File: src/rtl/pipe_stall_ctrl.sv
// Central stall scheduler for the 5-stage pipeline: arbitrates ID/EX/MEM stall requests,
// drives the per-stage stall bus and times out multi-cycle EX ops. Optional macro: PIPE_STALL_PERF_EN.
module pipe_stall_ctrl #(
    parameter int MC_TIMEOUT = 64
) (
    input  logic        clk,
    input  logic        rst,
    input  logic        stallreq_id,
    input  logic        mc_start,
    input  logic        mc_done,
    input  logic        mem_wait,
    output logic [5:0]  stall,
    output logic        inst_hold,
    output logic        mc_abort,
    output logic        busy,
    output logic [31:0] stall_cycles
);

    localparam int CW = (MC_TIMEOUT > 1) ? $clog2(MC_TIMEOUT) : 1;
    localparam logic [CW-1:0] CNT_LAST = CW'(MC_TIMEOUT - 1);
    localparam logic [CW-1:0] CNT_ONE  = CW'(1);

    localparam logic [5:0] STALL_NONE = 6'b000000;
    localparam logic [5:0] STALL_ID   = 6'b000111;
    localparam logic [5:0] STALL_EX   = 6'b001111;
    localparam logic [5:0] STALL_MEM  = 6'b011111;

    typedef enum logic [1:0] {
        ST_RUN      = 2'b00,
        ST_MC_WAIT  = 2'b01,
        ST_MEM_WAIT = 2'b10
    } state_t;

    state_t        state_r;
    state_t        state_next_s;
    logic [CW-1:0] tmo_cnt_r;
    logic [CW-1:0] tmo_cnt_next_s;
    logic          timeout_s;
    logic          ex_src_s;
    logic [5:0]    stall_s;
    logic          inst_hold_r;

    // Request sources, timeout detection and the priority-encoded stall pattern
    always_comb begin
        timeout_s = 1'b0;
        ex_src_s  = 1'b0;
        stall_s   = STALL_NONE;
        if (!rst) begin
            timeout_s = (state_r == ST_MC_WAIT) && (tmo_cnt_r == CNT_LAST) && !mc_done;
            // A firing timeout withdraws the EX request in the same cycle
            ex_src_s  = ((state_r == ST_MC_WAIT) && !mc_done && !timeout_s) ||
                        ((state_r == ST_RUN) && mc_start && !mc_done);
            if (mem_wait) begin
                stall_s = STALL_MEM;
            end else if (ex_src_s) begin
                stall_s = STALL_EX;
            end else if (stallreq_id) begin
                stall_s = STALL_ID;
            end else begin
                stall_s = STALL_NONE;
            end
        end else begin
            timeout_s = 1'b0;
        end
    end

    // Next-state and timeout-counter update
    always_comb begin
        state_next_s   = state_r;
        tmo_cnt_next_s = {CW{1'b0}};
        case (state_r)
            ST_RUN: begin
                if (mem_wait) begin
                    state_next_s = ST_MEM_WAIT;
                end else if (mc_start && !mc_done) begin
                    state_next_s = ST_MC_WAIT;
                end else begin
                    state_next_s = ST_RUN;
                end
            end
            ST_MC_WAIT: begin
                if (mc_done || timeout_s) begin
                    state_next_s = ST_RUN;
                end else begin
                    state_next_s   = ST_MC_WAIT;
                    tmo_cnt_next_s = tmo_cnt_r + CNT_ONE;
                end
            end
            ST_MEM_WAIT: begin
                if (mem_wait) begin
                    state_next_s = ST_MEM_WAIT;
                end else if (mc_start && !mc_done) begin
                    state_next_s = ST_MC_WAIT;
                end else begin
                    state_next_s = ST_RUN;
                end
            end
            default: begin
                state_next_s = ST_RUN;
            end
        endcase
    end

    // State, timeout counter and held-instruction strobe registers
    always_ff @(posedge clk) begin
        if (rst) begin
            state_r     <= ST_RUN;
            tmo_cnt_r   <= {CW{1'b0}};
            inst_hold_r <= 1'b0;
        end else begin
            state_r     <= state_next_s;
            tmo_cnt_r   <= tmo_cnt_next_s;
            inst_hold_r <= stall_s[1];
        end
    end

`ifdef PIPE_STALL_PERF_EN
    logic [31:0] stall_cycles_r;

    // Count every cycle in which the PC is held; wraps naturally at 32 bits
    always_ff @(posedge clk) begin
        if (rst) begin
            stall_cycles_r <= 32'h0000_0000;
        end else if (stall_s[0]) begin
            stall_cycles_r <= stall_cycles_r + 32'd1;
        end else begin
            stall_cycles_r <= stall_cycles_r;
        end
    end

    assign stall_cycles = stall_cycles_r;
`else
    assign stall_cycles = 32'h0000_0000;
`endif

    assign stall     = stall_s;
    assign inst_hold = inst_hold_r;
    assign mc_abort  = timeout_s;
    assign busy      = (state_r != ST_RUN);

endmodule

File: config.mk
export PLATFORM = sky130hd
export DESIGN_NAME = pipe_stall_ctrl
export DESIGN_NICKNAME = d
export VERILOG_FILES = /design/src/rtl/pipe_stall_ctrl.sv
export SDC_FILE = /design/constraint.sdc
export NUM_CORES = 1
export LEC_CHECK = 0
export CORE_MARGIN = 2
export CORE_UTILIZATION = 36
export CTS_CLUSTER_SIZE = 28
export DETAILED_ROUTE_END_ITERATION = 8
export GPL_ROUTABILITY_DRIVEN = 0
export HOLD_SLACK_MARGIN = 0.03
export PLACE_DENSITY = 0.83
export SLEW_MARGIN = 20
export SYNTH_ARGS = -nofsm -noshare
export SYNTH_HDL_FRONTEND = slang
export SYNTH_SLANG_ARGS = --single-unit
File: constraint.sdc
create_clock -name clk -period 4.3 [get_ports clk]
set_input_delay 0.86 -clock clk [delete_from_list [all_inputs] [get_ports clk]]
set_output_delay 0.86 -clock clk [all_outputs]
set_load 0.02 [all_outputs]
==> key figures, run 1 <==
Worst setup path
  • Setup crit end: stall[2]
  • Crit. path cell count: 5
  • Delay-heaviest family, CP: buffers and inverters
  • CP Class: primary input to output pin
  • Crit path buf inv count: 2
  • Flop2flop setup slack: 3.02 ns
  • Slowest stage cell, crit path: clkdlybuf4s50_1
  • R2R Path End: state_r[0]
  • R2R cell count: 3
  • Crit path cell chain: clkdlybuf4s50_1, or4b_4, o21bai_4, o21ai_0, clkdlybuf4s50_1
  • Startpoint Class: primary input
  • CP startpoint: rst
  • Worst-path fanout max: 7
  • Reg2Reg Launch Point: state_r[0]
  • Required @ worst endpoint: 3.44 ns
  • Critical Path End Type: output pin
  • Slowest cell delay on critical path: 0.68 ns
  • WP data arrival: 2.99 ns
  • Worst path most repeated cell: clkdlybuf4s50_1

Clock network
  • CTS Sinks: 9
  • Clock transition at path regs: 0.06 ns
  • Postcts setup bufs: 0
  • Root Buffer Master: clkbuf_4
  • H-tree depth: 1
  • CTS max path bufs: 2
  • Post-cts hold buffer count: 0
  • Clk Latency, worst-skew pair: 0.25 ns
  • Post-cts gate resize count: 0
  • CTS tree: yes
  • Num CTS Buffers: 3

GRT
  • Grt total ovfl: 0
  • Met3 usage: 3.077%
  • GRT Util Overall: 8.692%
  • First-pass GRT wire length: 1304 um
  • GR met2 Demand/Resource: 16.44%
  • Most Crowded Layer GR: met2
  • Maximum number of pins on one net before global-route repair: 8
  • Met1 GRT Util: 7.870%
  • Initial antenna violation count: 0
  • Number of global-route vias before repair: 346

Logic synthesis
  • Area contributors post-synth: buf_4 (40%), dfxtp_1 (27%), o21ai_0 (3.8%), nor2_1 (2.8%), o21bai_4 (2.8%)
  • Fraction of registers with async set/reset: 0%
  • Top-count cell post-synth: buf_4
  • Mapped cell area: 661.9 sq um
  • Post-Syn Instances: 78
  • Synth top area share: 39.70%
  • Synth area leader: buf_4
  • Netlist cell types: 22
  • Mean Syn Cell Area: 8.486 sq um
  • Post-synth EDFFs: 0
  • Register area share after synthesis: 27.22%
  • YS warnings: 0
  • Top FF cell, synth: dfxtp_1
  • Synthesized flop and latch total: 9
  • Top cells by count, synth: buf_4 (35), dfxtp_1 (9), nor2_1 (5), o21ai_0 (5), nand3_1 (3)

Floorplanning
  • Core Region: 1727 sq um
  • Starting Density: 38.33%
  • Core Rows: 15
  • Die Wd: 46.88 um
  • Top Ports: 47
  • DIE HEIGHT: 46.88 um
  • Die area: 2198 sq um

Layout
  • Final Instance Area: 706.9 sq um
  • Layout cells sized above 1: 9.783%
  • FILL cells: 176
  • Diode count: 0
  • Area Overhead vs Synth: 6.805%
  • NumNets Final: 100

Pwr
  • Power per cell area: 281.5 nW/um^2
  • Total power: 199.0 uW
  • Peak VDD IR: 0.1574 mV
  • Pleak: 0.3020 nW

Routing
  • DRC errors left: 0
  • WL/cell: 8.171 um
  • DRT antenna net count: 0
  • Vias: 433
  • First-pass DRT Iterations: 2
  • DR vias/cell: 3.701
  • Iteration-0 DRC Markers: 2
  • Total Wirelength: 956 um

Timing
  • Clock period minus final worst setup slack: 3.847 ns
  • Skew final: 0.005380 ns
  • Fin. Hold Viols: 0
  • FMAX: 0.2599 GHz
  • Count of pins over their slew limit: 0
  • Tcrit/Tclk final: 89.47%
  • RSZ-0062 raised after global routing: no
  • Final setup viols: 0
  • Final TNS setup: 0 ns

Min path
  • WHS Path Cells: 1
  • Hold Crit Class: flip-flop to flip-flop

Placed design
  • Post-DP HPWL: 829.3 um
  • Placed Area: 680.7 sq um
  • Port bufs: 13

Run status
  • Status: complete, no violations

Flow run
  • Max cap viols: 0
## worst min path at each step
stage | from | to | slack [ns]
floorplan | state_r[0] | state_r[1] | 0.44
global route | state_r[0] | state_r[1] | 0.51
CTS | tmo_cnt_r[0] | tmo_cnt_r[0] | 0.49
global placement | tmo_cnt_r[0] | tmo_cnt_r[0] | 0.47
finish | tmo_cnt_r[0] | tmo_cnt_r[0] | 0.48
detailed placement | tmo_cnt_r[0] | tmo_cnt_r[0] | 0.48
## kinds of logic (layout without fill, tap and decap cells)
logic type	after synthesis	in the layout	synth area share, %
buffers and inverters	36	18	40.26
AND/OR/NAND/NOR	20	20	17.96
flip-flops	9	9	27.22
AO/OA/AOI/OAI	8	8	8.128
XOR/XNOR	3	3	3.970
adder cells (fa/ha/maj)	1	1	1.890
other	1	33	0.5666
## placed cells by master, fill, tap and decap left out
master           instances
a21oi_1                  2
and2b_2                  1
clkbuf_1                 1
clkbuf_4                 3
clkdlybuf4s50_1         13
conb_1                  33
dfxtp_1                  9
ha_1                     1
inv_1                    1
nand2_1                  2
nand3_1                  3
nor2_1                   5
nor2_2                   1
nor3_1                   2
nor3b_1                  1
nor4b_1                  1
o21ai_0                  5
o21bai_4                 1
or2_2                    1
or3_1                    1
or4b_2                   1
or4b_4                   1
xnor2_1                  1
xor2_1                   2
## sequential cells by signal, summed over array words and instances (netlist names)
register   flops
state_r        2
inst_hold      1
tmo_cnt_r      6
## routing by layer
layer	wire (um)	vias up
li1	-	214
met1	338	185
met2	504	32
met3	101	2
met4	11	0
met5	0	-
## through the flow
| step | util (%) | hold slack (ns) | std cells | setup slack, ns |
|---|---|---|---|---|
| 3_3_place_gp | 39.42 | 0.4690 | 113 | 0.4934 |
| 6_report | 40.94 | 0.4839 | 117 | 0.4530 |
| 4_1_cts | 40.94 | 0.4921 | 117 | 0.4495 |
| 5_1_grt | 40.94 | 0.5130 | 117 | 0.3583 |
| 3_5_place_dp | 39.42 | 0.4782 | 113 | 0.4505 |
| 2_1_floorplan | - | 0.4375 | 110 | 1.288 |
## cell type report
class                   count  area, sq um  share of cell area, %
well taps                  25        31.28                  4.425
inverters                   1        3.754                 0.5310
flip-flops and latches      9        180.2                  25.49
clock buffers               4        26.28                  3.717
repair buffers             13        130.1                  18.41
multi-input cells          65        335.3                  47.43
## power breakdown
group	switching, mW	total [mW]	internal, mW
clock network	0.0248	0.0603	0.0355
registers	0.00102	0.0862	0.0851
logic	0.0378	0.0526	0.0148
total	0.0637	0.199	0.135
Note: power is estimated with default switching activity, not from simulation.
==> inputs of run 2 (changes only) <==
SETUP_SLACK_MARGIN = 0.15   (was default)
==> results of run 2 <==
The final DEF is identical to that of run 1; final timing and power are the same.
